$ cat config.mk
export PLATFORM = sky130hd
export DESIGN_NAME = fetch_unit
export DESIGN_NICKNAME = d
export VERILOG_FILES = /design/src/rtl/fetch_unit_pkg.sv /design/src/rtl/fetch_unit_skid.sv /design/src/rtl/fetch_unit.sv
export SDC_FILE = /design/constraint.sdc
export NUM_CORES = 1
export LEC_CHECK = 0
export CAP_MARGIN = 40
export CORE_ASPECT_RATIO = 0.5
export CORE_UTILIZATION = 36
export CTS_BUF_LIST = sky130_fd_sc_hd__clkbuf_8
export DETAILED_ROUTE_END_ITERATION = 16
export REMOVE_ABC_BUFFERS = 1
export SLEW_MARGIN = 20
export SYNTH_ARGS = -nofsm -noshare
export SYNTH_HDL_FRONTEND = slang
export SYNTH_SLANG_ARGS = --single-unit
$ cat constraint.sdc
create_clock -name clk -period 3 [get_ports clk]
set_input_delay 0.6 -clock clk [delete_from_list [all_inputs] [get_ports clk]]
set_output_delay 0.6 -clock clk [all_outputs]
set_load 0.01 [all_outputs]
$ cat src/rtl/fetch_unit_pkg.sv
// Shared fetch-stage definitions: word width, NOP encoding and fetch FSM states.
package fetch_unit_pkg;

    localparam int unsigned WORD_WIDTH = 32;
    localparam logic [WORD_WIDTH-1:0] ZERO_WORD = '0;
    localparam logic [WORD_WIDTH-1:0] NOP_INST  = ZERO_WORD;

    localparam int unsigned IF_ST_W = 2;

    typedef enum logic [IF_ST_W-1:0] {
        IF_ST_IDLE,
        IF_ST_REQ,
        IF_ST_HOLD,
        IF_ST_DRAIN
    } if_state_t;

endpackage

$ cat src/rtl/fetch_unit_skid.sv
// One-entry skid register (word + pc) catching a fetch that completes while the decoder stalls.
module if_skid_buf
    import fetch_unit_pkg::*;
#(
    parameter int unsigned W = WORD_WIDTH
) (
    input  logic         clk,
    input  logic         rst,
    input  logic         load,
    input  logic         unload,
    input  logic         clear,
    input  logic [W-1:0] word_in,
    input  logic [W-1:0] pc_in,
    output logic [W-1:0] word_out,
    output logic [W-1:0] pc_out,
    output logic         full
);

    always_ff @(posedge clk or negedge rst) begin
        if (!rst) begin
            word_out <= '0;
            pc_out   <= '0;
            full     <= 1'b0;
        end else if (clear) begin
            full <= 1'b0;
        end else if (load) begin
            word_out <= word_in;
            pc_out   <= pc_in;
            full     <= 1'b1;
        end else if (unload) begin
            full <= 1'b0;
        end
    end

endmodule

$ cat src/rtl/fetch_unit.sv
// Instruction-fetch stage: owns the PC, drives the imem req/ack handshake and
// presents a registered instruction, its PC and a valid flag to the decoder.
module fetch_unit
    import fetch_unit_pkg::*;
#(
    parameter int unsigned    W        = WORD_WIDTH,
    parameter logic [W-1:0]   RESET_PC = '0
) (
    input  logic         clk,
    input  logic         rst,
    input  logic         stall,
    input  logic         flush,
    input  logic [W-1:0] redirect_pc,
    output logic         imem_req,
    output logic [W-1:0] imem_addr,
    input  logic         imem_ack,
    input  logic [W-1:0] imem_rdata,
    output logic [W-1:0] inst,
    output logic [W-1:0] inst_pc,
    output logic [W-1:0] pc_plus4,
    output logic         inst_valid
);

    localparam logic [W-1:0] NOP_W = W'(NOP_INST);

    if_state_t    state;
    logic [W-1:0] pc;
    logic [W-1:0] pc_next4;
    logic [W-1:0] redir_pc;
    logic         skid_load;
    logic         skid_unload;
    logic         skid_clear;
    logic         skid_full;
    logic [W-1:0] skid_word;
    logic [W-1:0] skid_pc;

    assign redir_pc = redirect_pc & ~W'(3);
    assign pc_next4 = pc + W'(4);

    always_comb begin
        skid_load   = (state == IF_ST_REQ) && imem_ack && stall && !flush;
        skid_unload = (state == IF_ST_HOLD) && skid_full && !stall && !flush;
        skid_clear  = flush;
    end

    if_skid_buf #(.W(W)) u_skid (
        .clk      (clk),
        .rst      (rst),
        .load     (skid_load),
        .unload   (skid_unload),
        .clear    (skid_clear),
        .word_in  (imem_rdata),
        .pc_in    (pc),
        .word_out (skid_word),
        .pc_out   (skid_pc),
        .full     (skid_full)
    );

    always_ff @(posedge clk or negedge rst) begin
        if (!rst) begin
            state      <= IF_ST_IDLE;
            pc         <= RESET_PC;
            imem_req   <= 1'b0;
            imem_addr  <= RESET_PC;
            inst       <= NOP_W;
            inst_pc    <= '0;
            pc_plus4   <= W'(4);
            inst_valid <= 1'b0;
        end else if (flush) begin
            pc         <= redir_pc;
            inst       <= NOP_W;
            inst_valid <= 1'b0;
            imem_req   <= 1'b1;
            // An un-acked request must finish at its old address before the redirect is issued.
            if ((state == IF_ST_REQ || state == IF_ST_DRAIN) && !imem_ack) begin
                state <= IF_ST_DRAIN;
            end else begin
                state     <= IF_ST_REQ;
                imem_addr <= redir_pc;
            end
        end else begin
            case (state)
                IF_ST_IDLE: begin
                    state     <= IF_ST_REQ;
                    imem_req  <= 1'b1;
                    imem_addr <= pc;
                end
                IF_ST_REQ: begin
                    if (imem_ack) begin
                        pc <= pc_next4;
                        if (stall) begin
                            state    <= IF_ST_HOLD;
                            imem_req <= 1'b0;
                        end else begin
                            inst       <= imem_rdata;
                            inst_pc    <= pc;
                            pc_plus4   <= pc_next4;
                            inst_valid <= 1'b1;
                            imem_addr  <= pc_next4;
                        end
                    end else if (!stall) begin
                        inst       <= NOP_W;
                        inst_valid <= 1'b0;
                    end
                end
                IF_ST_HOLD: begin
                    if (skid_unload) begin
                        inst       <= skid_word;
                        inst_pc    <= skid_pc;
                        pc_plus4   <= skid_pc + W'(4);
                        inst_valid <= 1'b1;
                        state      <= IF_ST_REQ;
                        imem_req   <= 1'b1;
                        imem_addr  <= pc;
                    end
                end
                IF_ST_DRAIN: begin
                    inst       <= NOP_W;
                    inst_valid <= 1'b0;
                    if (imem_ack) begin
                        state     <= IF_ST_REQ;
                        imem_addr <= pc;
                    end
                end
            endcase
        end
    end

endmodule
==> flow_metrics.tcl <==
set metrics [dict create \
    synthSimpleGateAreaFrac_pct 15.92 \
    hp-class "input pin to asynchronous set/reset pin" \
    antenna_found_initial 2 \
    max_freq_mhz 362.9 \
    synth-seq-cells 220 \
    p_int_mw 8.901 \
    dieHeight_um 128.9 \
    synth_area_per_cell_um2 9.976 \
    crit_required_ns 3.44 \
    design_area_um2 14930 \
    hold_viol_final 0 \
    grt_pass1_vias 9727 \
    drc 0 \
    insertion_delay_ns 0.56 \
    p_clk_share_pct 20.4 \
    die_area_um2 33000 \
    cp-end-kind "register" \
    path_max_fanout 8 \
    netlist_area_um2 11600 \
    cts_buffers 38 \
    grt_pass1_wl_mm 56.10 \
    path_clk_slew_ns 0.07 \
    htree_levels 2 \
    path_class "register to register" \
    ir_worst_vdd_mv 0.3273 \
    grt_setup_unrepaired "no" \
    slew_viol_final 0 \
    slew_headroom_pct 44.84 \
    synth.area.mux_share_pct 10.74 \
    wl_per_cell_um 19.68 \
    dr.first_iter.drc_count 773 \
    status "complete, no violations" \
    ant_nets 0 \
    cts_resized 0 \
    tns_ns 0 \
    numClockSinks 220 \
    overflow 0 \
    seq_area_um2 5507 \
    power_leakage_nw 6.019 \
    multiInputGateArea_um2 5622 \
    dp_hpwl_mm 24.67 \
    io_pins 199 \
    r2r-end "pc_plus4[28]" \
    post_cts_buffers 0 \
    cts.path.max_buffers 3 \
    cts_hold_buf 0 \
    synth-async-reset-ratio_pct 100.0 \
    fillers 2996 \
    period_needed_ns 2.756 \
    grt_max_degree 79 \
    setup_viol 0 \
    post-route-period-util_pct 91.85 \
    dr_total_vias 9771 \
    syn2layout_area_growth_pct 28.66 \
    rrSetupSlack_ns 0.24 \
    power.density_nw_per_um2 957.8 \
    cts_tree "done" \
    finalNetCount 1423 \
    skew_ns 0.03642 \
    grt_usage_pct 21.71 \
    cp.arrival_ns 3.20 \
    rows 46 \
    switchingPower_mw 5.397 \
    synth_edf_count 0 \
    io_buffers 192 \
    synthFlopType "dfrtp_1" \
    power_frac_comb_pct 42.3 \
    post_drt_via_cell_ratio 5.404 \
    maxCapViolCount 0 \
    die_w_um 255.9 \
    postRouteWirelength_mm 35.58 \
    clock-root-buffer "clkbuf_8" \
    pre_cts_ws_ns 0.2912 \
    drt_pass1_iterations 4 \
    start_kind "register" \
    sw_frac_of_total_pct 37.75 \
    yosys_warnings 0 \
    r2r_start "pc[3]" \
    fin_ws_ns 0.2444 \
    synth_compound_area_share_pct 14.11 \
    synth-seq-area-share_pct 47.46 \
    synthAdderAreaFrac_pct 0.6470 \
    placed_cell_area_um2 14140 \
    netlist_instances 1163 \
    finalWeightedCongestion 0.8724 \
    layout-drive-gt1-share_pct 15.14 \
    initial_core_util_pct 36.59 \
    reg2regPathDepth 7 \
    core_um2 31710 \
    synth_cell_types 69 \
    sequentialPowerShare_pct 37.4 \
    synthXorXnorAreaFrac_pct 6.492 \
    worst_pin_slew_ns 0.8243 \
    synth_top_family_by_area "simple AND/OR/NAND/NOR gates" \
]
## state kept, by name, summed over array words and instances (netlist names)
| register | cells |
|---|---|
| u_skid.full | 1 |
| inst | 32 |
| state | 2 |
| pc_plus4 | 30 |
| inst_pc | 30 |
| pc | 30 |
| imem_req | 1 |
| imem_addr | 31 |
| u_skid.pc_out | 30 |
| u_skid.word_out | 32 |
| inst_valid | 1 |
## metrics by stage
| step | hold slack, ns | total power, mW | utilization, % | cells |
|---|---|---|---|---|
| floorplan | 0.3044 | 8.255 | - | 1061 |
| global placement | 0.4539 | 11.25 | 44.58 | 1740 |
| detailed placement | 0.4637 | 11.42 | 44.58 | 1740 |
| global route | 0.04768 | 15.23 | 47.07 | 1808 |
| CTS | 0.02161 | 14.41 | 47.06 | 1806 |
| finish | 0.03227 | 14.30 | 47.07 | 1808 |
## cell usage in the layout, fill, tap and decap left out, types with 9 or more instances in the layout
cell,netlist,routed
a211oi_1,38,38
a21oi_1,30,30
a22oi_1,32,32
buf_4,7,48
clkbuf_8,1,45
clkdlybuf4s50_1,0,190
dfrtp_1,219,219
inv_1,10,22
mux2_2,68,68
mux2i_1,48,48
nand2_1,124,124
nand2b_1,9,9
nand3_1,39,38
nand4_1,20,20
nor2_1,78,78
nor3_1,22,21
nor4_1,24,24
o21ai_0,75,75
o31ai_1,14,14
xnor2_1,46,46
xor2_1,40,40
## kinds of logic after synthesis
kind of cell,count (synthesis)
AO/OA/AOI/OAI,248
XOR/XNOR,86
adder cells (fa/ha/maj),6
buffers and inverters,117
flip-flops,220
multiplexers,116
other,1
AND/OR/NAND/NOR,369
## worst max-delay path: stages (launching register included)
cell	delay (ns)
dfrtp_1	0.46
ha_1	0.34
nand3_2	0.14
buf_4	0.20
or3_1	0.46
nor4b_1	0.59
xor2_1	0.14
a221o_1	0.34
## synthesized netlist by cell type (all sizes together), types with 2 or more instances
library cell / n / area [um2]
nand3: 40 / 205.2
a31oi: 6 / 37.54
nor4b: 3 / 26.28
a211oi: 38 / 285.3
nand4: 23 / 171.4
o31ai: 14 / 105.1
nor4: 29 / 221.5
o221ai: 4 / 35.03
a21oi: 30 / 150.1
a21o: 2 / 15.01
inv: 10 / 37.54
buf: 35 / 216.5
nor3: 23 / 120.1
dfrtp: 219 / 5480
a221o: 5 / 51.30
or3: 7 / 45.05
clkbuf: 70 / 272.8
xnor2: 46 / 402.9
o211ai: 7 / 52.55
ha: 6 / 75.07
and4: 4 / 36.29
clkinv: 2 / 7.510
o21a: 4 / 30.03
xor2: 40 / 350.3
nor2b: 5 / 31.28
nand2: 125 / 471.7
a41oi: 2 / 17.52
mux2i: 48 / 480.5
o311ai: 2 / 17.52
o21ai: 79 / 395.4
mux2: 68 / 765.7
a22oi: 32 / 240.2
nor2: 78 / 292.8
o31a: 9 / 82.58
and3: 9 / 57.56
and2: 2 / 12.51
nand2b: 9 / 56.30
or4: 9 / 71.32
a21boi: 7 / 52.55
## layer usage
layer	wire [um]	track usage (%)	up-vias
met2	16620	34.02	260
met1	16640	30.93	4920
met4	640	6.763	0
li1	-	-	4543
met3	1687	3.467	48
met5	0	0	-
## layout make-up
type                            instances  share of cell area, %
Antenna cell                            2                0.03353
Clock buffer                           45                  4.149
Clock inverter                         21                  1.123
Inverter                               12                 0.3017
Multi-Input combinational cell        829                  37.66
Sequential cell                       220                  36.89
Tap cell                              432                  3.621
Timing Repair Buffer                  247                  16.23
## power by group through the flow
stage          clock (mW)  sequential, mW  combinational [mW]
2_1_floorplan           0            5.54                2.72
3_3_place_gp            0            5.32                5.94
3_5_place_dp            0            5.37                6.05
4_1_cts              3.00            5.33                6.07
5_1_grt              3.14            5.52                6.57
6_report             2.92            5.34                6.04
## worst max-delay path by stage
stage	startpoint	endpoint	slack (ns)	cells after the start
2_1_floorplan	state[0]	pc_plus4[31]	-4.98	6
3_3_place_gp	pc[3]	pc_plus4[28]	0.29	7
3_5_place_dp	pc[3]	pc_plus4[28]	0.29	7
4_1_cts	pc[3]	pc_plus4[28]	0.31	7
5_1_grt	pc[3]	pc_plus4[28]	0.12	7
6_report	pc[3]	pc_plus4[28]	0.24	7
(Power assumes the default switching activity.)
